## src/rtl/leaf_fifo_pkg.sv

```systemverilog
// Shared defaults and pointer type for the leaf stream FIFO.
// Optional high-water-mark logic is enabled with LEAF_FIFO_HWM_EN.
package leaf_fifo_pkg;

    localparam int unsigned DEFAULT_DATA_W = 8;
    localparam int unsigned DEFAULT_DEPTH  = 8;

    // Pointer for the default depth: one extra MSB acts as the wrap flag.
    typedef logic [$clog2(DEFAULT_DEPTH):0] ptr_t;

endpackage

```

## src/rtl/leaf_fifo_mem.sv

```systemverilog
// DEPTH x DATA_W register array: synchronous write, combinational read, no reset.
module leaf_fifo_mem #(
    parameter int unsigned DATA_W = 8,
    parameter int unsigned DEPTH  = 8,
    parameter int unsigned ADDR_W = $clog2(DEPTH)
) (
    input  logic              clk,
    input  logic              we,
    input  logic [ADDR_W-1:0] waddr,
    input  logic [DATA_W-1:0] wdata,
    input  logic [ADDR_W-1:0] raddr,
    output logic [DATA_W-1:0] rdata
);

    logic [DATA_W-1:0] mem [DEPTH];

    always_ff @(posedge clk) begin
        if (we) begin
            mem[waddr] <= wdata;
        end
    end

    assign rdata = mem[raddr];

endmodule

```

## src/rtl/leaf_stream_fifo.sv

```systemverilog
// First-word fall-through valid/ready FIFO placed upstream of each leaf stage.
// Define LEAF_FIFO_HWM_EN to add the hwm/hwm_clr high-water-mark ports.
module leaf_stream_fifo
    import leaf_fifo_pkg::*;
#(
    parameter int unsigned DATA_W = DEFAULT_DATA_W,
    parameter int unsigned DEPTH  = DEFAULT_DEPTH,
    localparam int unsigned ADDR_W = $clog2(DEPTH)
) (
    input  logic              clk,
    input  logic              rst_n,
    input  logic              in_valid,
    output logic              in_ready,
    input  logic [DATA_W-1:0] in_data,
    output logic              out_valid,
    input  logic              out_ready,
    output logic [DATA_W-1:0] out_data,
    output logic [ADDR_W:0]   level,
    output logic              full,
    output logic              empty
`ifdef LEAF_FIFO_HWM_EN
    ,
    output logic [ADDR_W:0]   hwm,
    input  logic              hwm_clr
`endif
);

    localparam logic [ADDR_W:0] PTR_ONE = 1;

    logic [ADDR_W:0] wr_ptr;
    logic [ADDR_W:0] rd_ptr;
    logic            push;
    logic            pop;

    // Equal low bits with differing wrap flags means the writer is a full lap ahead.
    assign empty     = (wr_ptr == rd_ptr);
    assign full      = (wr_ptr[ADDR_W-1:0] == rd_ptr[ADDR_W-1:0]) &&
                       (wr_ptr[ADDR_W] != rd_ptr[ADDR_W]);
    assign level     = wr_ptr - rd_ptr;
    assign in_ready  = !full;
    assign out_valid = !empty;
    assign push      = in_valid && in_ready;
    assign pop       = out_valid && out_ready;

    always_ff @(posedge clk or negedge rst_n) begin
        if (!rst_n) begin
            wr_ptr <= '0;
            rd_ptr <= '0;
        end else begin
            if (push) begin
                wr_ptr <= wr_ptr + PTR_ONE;
            end
            if (pop) begin
                rd_ptr <= rd_ptr + PTR_ONE;
            end
        end
    end

    leaf_fifo_mem #(
        .DATA_W (DATA_W),
        .DEPTH  (DEPTH),
        .ADDR_W (ADDR_W)
    ) u_mem (
        .clk   (clk),
        .we    (push),
        .waddr (wr_ptr[ADDR_W-1:0]),
        .wdata (in_data),
        .raddr (rd_ptr[ADDR_W-1:0]),
        .rdata (out_data)
    );

`ifdef LEAF_FIFO_HWM_EN
    logic [ADDR_W:0] hwm_q;
    logic [ADDR_W:0] hwm_d;

    // Clear wins over a coinciding new maximum; both load the current level.
    always_comb begin
        hwm_d = hwm_q;
        if (hwm_clr || (level > hwm_q)) begin
            hwm_d = level;
        end
    end

    always_ff @(posedge clk or negedge rst_n) begin
        if (!rst_n) begin
            hwm_q <= '0;
        end else begin
            hwm_q <= hwm_d;
        end
    end

    assign hwm = hwm_q;
`endif

endmodule

```

## config.mk

```make
export PLATFORM = sky130hd
export DESIGN_NAME = leaf_stream_fifo
export DESIGN_NICKNAME = d
export VERILOG_FILES = /design/src/rtl/leaf_fifo_pkg.sv /design/src/rtl/leaf_fifo_mem.sv /design/src/rtl/leaf_stream_fifo.sv
export SDC_FILE = /design/constraint.sdc
export NUM_CORES = 1
export LEC_CHECK = 0
export ABC_AREA = 1
export CAP_MARGIN = 10
export CORE_MARGIN = 2
export CORE_UTILIZATION = 45
export DETAILED_ROUTE_END_ITERATION = 12
export PLACE_DENSITY_LB_ADDON = 0.2
export REMOVE_ABC_BUFFERS = 1
export SYNTH_ARGS = -nofsm -noshare
export SYNTH_HDL_FRONTEND = slang
export SYNTH_SLANG_ARGS = --single-unit
```

## constraint.sdc

```tcl
create_clock -name clk -period 2.2 [get_ports clk]
set_input_delay 0.33 -clock clk [delete_from_list [all_inputs] [get_ports clk]]
set_output_delay 0.33 -clock clk [all_outputs]
set_load 0.1 [all_outputs]
```

After elaboration in Yosys (flattened, before gate mapping)
Memory sizes are Yosys's and may differ from the RTL's. Index checks and enable logic that the tools add are counted.

Divide/modulo/power cells: 0. Equality and inequality tests: 3. Bitwise operators: 0. Reduce and logical (&&, ||, !) cells: 5. Multiplexer cells: 2. Shift operators: 0. Multiply operators: 0. Order comparisons: 0. Add/subtract/negate cells: 3.

Operators with widths (count): 4-bit by 1-bit adder with 4-bit output (second input constant) (2); 4-bit equality test (1); 4-bit subtractor (1); 3-bit equality test (1); 1-bit logical AND (3); 1-bit logical NOT (2); 1-bit 2-to-1 mux (2); 1-bit != test (1).

Input port bits: 12. Latch bits: 0. ROM bits: 0. Register bits after elaboration: 8. Bits in writable memories: 64. Output and inout port bits: 16. Memories kept: 1. Logic and storage cells: 16.

Memory list: u_mem.mem (depth 8, bits a word 8, rd ports 1, clocked after Yosys merged registers in 0, wr ports 1, line leaf_fifo_mem.sv:15) `logic [DATA_W-1:0] mem [DEPTH];`.

Logic depth before layout (Yosys ltp)
Depth after elaboration: 6. Gate-level depth with buffers: 9. Mapped depth without buffers: 8.

Cells and area by module
From an unflattened synthesis, not the netlist that was laid out.

Cells, all modules: 373. Area, all modules: 3498.4 um^2.

Modules (own cells, without submodules): leaf_fifo_mem (area each 2890.3 um^2, instances 1, seq. area each 1921.8 um^2, cells each 295); leaf_stream_fifo (area each 608.1 um^2, instances 1, seq. area each 200.2 um^2, cells each 78).

Worst setup path after synthesis
OpenSTA, ideal clock, no wires.

Path type: register to output. From: reg wr_ptr[0]. To: out level[2]. Arrival: 2.669 ns. Slack: -0.799 ns. Required time: 1.870 ns. Stages on the path, launching flop included: 5. Path buffers: 0. Cells stage by stage: dfrtp_1 -> inv_1 -> ha_1 -> fa_1 -> xnor2_1.

Longest elaborated chain between the ends: 1.

Ends and longest elaborated chain: start, declared (line leaf_stream_fifo.sv:30) `logic [ADDR_W:0] wr_ptr;`; start signal, assigned (line leaf_stream_fifo.sv:51) `wr_ptr <= wr_ptr + PTR_ONE;`; 4-bit subtractor (line leaf_stream_fifo.sv:39) `assign level = wr_ptr - rd_ptr;`; end, declared (line leaf_stream_fifo.sv:18) `output logic [ADDR_W:0] level,`.

No other way between the ends.

Worst setup path in the final report
From: reg rd_ptr[0]. To: out level[2].

Longest elaborated chain between the ends: 1.

Ends and longest elaborated chain: start, declared (line leaf_stream_fifo.sv:31) `logic [ADDR_W:0] rd_ptr;`; start signal, assigned (line leaf_stream_fifo.sv:54) `rd_ptr <= rd_ptr + PTR_ONE;`; 4-bit subtractor (line leaf_stream_fifo.sv:39).

No other way between the ends.

==> metrics.md <==
| Metric | Value |
|---|---|
| Setup TNS | 0 ns |
| Yosys cell types | 23 |
| Post-route insts no fill | 525 |
| Detailed Routing Iterations Pass 1 | 4 |
| Die Height | 91.9 µm |
| Clk Latency, worst-skew pair | 0.35 ns |
| Clock-pin slew on the worst setup and hold paths | 0.08 ns |
| DRC Markers | 0 |
| Outcome | finished, final reports clean |
| Die width | 91.9 µm |
| Most frequent cells in the layout | nand2_1 (136), inv_1 (72), edfxtp_1 (64), nand3_1 (44), buf_4 (21) |
| Worst Path Max Fanout | 2 |
| Worst reg-to-reg path cell count | 8 |
| Synthesis-to-layout area growth | 25.6% |
| Yosys warns | 0 |
| Fin Clk Skew | 0.00793 ns |
| Hold Crit Class | in -> async |
| Root Buffer | clkbuf_8 |
| Share of post-route cells with drive strength above 1 | 16.5% |
| CP required | 1.87 ns |
| Commonest non-fill, non-tap cell in the layout | nand2_1 |
| Crit start category | flop |
| Setup crit end kind | output port |
| Flop2flop setup slack | 0.30 ns |
| Post-synth EDFFs | 64 |
| Syn Inst Count | 372 |
| I/O pin total | 28 |
| Slew Limit Fails | 0 |
| R2r startpoint | wr_ptr[0] |
| Max Clk Rate | 469 MHz |
| TritonCTS clock tree | yes |
| # rows | 32 |
| Register bit total from synthesis | 72 |
| DR WL/cell | 13.9 µm |
| Filler cell count in the final layout | 641 |
| Final setup viols | 0 |
| Top post-synthesis cells by area | edfxtp_1 (55%), nand2_1 (15%), inv_1 (7.9%), nand3_1 (6.3%), dfrtp_1 (5.8%) |
| Iteration-0 DRC Markers | 154 |
| Largest net degree at the start of global routing | 38 |
| Synthesized area | 0.00348 mm² |
| Max Root-Sink Buffers | 2 |
| Yosys top cell area share | 55.3% |
| Top_reg_cell synth | edfxtp_1 |
| Antenna cells | 0 |
| Pre-CTS setup slack | 0.302 ns |
| H-tree levels | 3 |
| CTS Hold Bufs | 0 |
| RSZ-0062 raised after global routing | no |
| Post-synth ARST share | 11.1% |
| CP Data Arrival Time | 1.80 ns |
| Tcrit/Tclk final | 96.9% |
| Buffers on Ports | 27 |
| Gpl congestion | 0.836 |
| Setup WS post-layout | 0.0675 ns |
| Post-Syn Area per Cell | 9.34 µm² |
| Worst slew pin tran | 0.425 ns |
| Die area | 0.00844 mm² |
| Rel. slew slack | 71.6% |
| Seq/Total Area, Yosys | 61.1% |
| Final Hold Fails | 0 |
| First-pass GRT wire length | 11900 µm |
| Total length of routed wires | 7270 µm |
| Core ar. | 0.00761 mm² |
| Worst r2r dst | u_mem.mem[7][0] |
| CTS Sinks | 72 |
| Critical path type | reg -> out |
| Initial Util | 45.7% |
| Dpl hpwl | 4710 µm |
| Max cap viols | 0 |
| Vias | 2432 |
| Finished Cell Area | 0.00437 mm² |
| Initial antenna violation count | 0 |
| Dominant cell type by area after synthesis | edfxtp_1 |
| Nets@finish | 437 |
| Grt ovf | 0 |
| Tmin final | 2.13 ns |
| Placed inst area | 0.00409 mm² |
| Vias in the first global route | 2450 |
| Vias per cell | 4.63 |
| Post-route ant nets | 0 |
| DP Cell Count | 508 |
| Total track usage | 18.8% |
| Num CTS Buffers | 9 |
registers in the layout, indices dropped and copies added, names as in the netlist:
| signal | cells |
|---|---|
| u_mem.mem | 64 |
| wr_ptr | 4 |
| rd_ptr | 4 |
timing repair:
item,in CTS,in global routing
pin swaps,0,2
buffers inserted,0,2
endpoints found under the setup margin,10,12
gates resized for setup,6,11
per-stage QoR:
stage                     hold WS [ns]  util [%]
after CTS                        0.285      56.8
after detailed placement         0.547      53.7
after global placement           0.551      53.7
after global routing             0.298      57.4
final                            0.282      57.4
after floorplan                 0.0344         -
synthesized netlist by cell type (3+ instances only):
cell type / count
inv_1: 73
buf_4: 6
nor2_1: 9
edfxtp_1: 64
buf_2: 4
dfrtp_1: 8
ha_1: 5
nand2_2: 3
buf_6: 3
nand2_1: 138
nand3_1: 44
how the worst max path moves through the flow:
stage / start / to / slack [ns]
after floorplan: rd_ptr[0] / empty / -1.18
after global placement: rd_ptr[2] / level[3] / 0.31
after detailed placement: rd_ptr[0] / out_data[7] / 0.30
after CTS: rd_ptr[2] / level[3] / 0.01
after global routing: wr_ptr[0] / full / 0.02
final: rd_ptr[0] / level[2] / 0.07
per-layer routing:
| layer | GRT usage, % | up-vias | part of all wire, % |
|---|---|---|---|
| met4 | 9.33 | 0 | 2.1 |
| met5 | 0 | - | 0 |
| met1 | 24.4 | 1114 | 44 |
| met3 | 3.53 | 12 | 4.6 |
| li1 | - | 1250 | - |
| met2 | 30.5 | 56 | 49 |
critical path: stages, from the launching register on:
cell and delay, ns:
dfrtp_1 0.42, ha_2 0.22, fa_2 0.36, xnor2_2 0.24, buf_12 0.21
logic make-up after synthesis:
family          count (synthesis)  synth area share, %
flops                          72                 61.1
buf+inv                        89                 11.1
xor+xnor                        3                0.756
simple gates                  201                 24.6
fa+ha+maj                       6                 2.38
compound gates                  1                0.144
layout make-up:
cell class	instances	area, µm²	share of cell area, %
Sequential cell	72	2120	48.6
Multi-Input combinational cell	211	1000	23.0
Timing Repair Buffer	49	608	13.9
Inverter	76	294	6.74
Tap cell	102	128	2.92
Clock buffer	9	124	2.84
Clock inverter	6	83.8	1.92
Power is not shown: default switching activity piles up to over one toggle a cycle in this logic, so the estimate is an artifact.
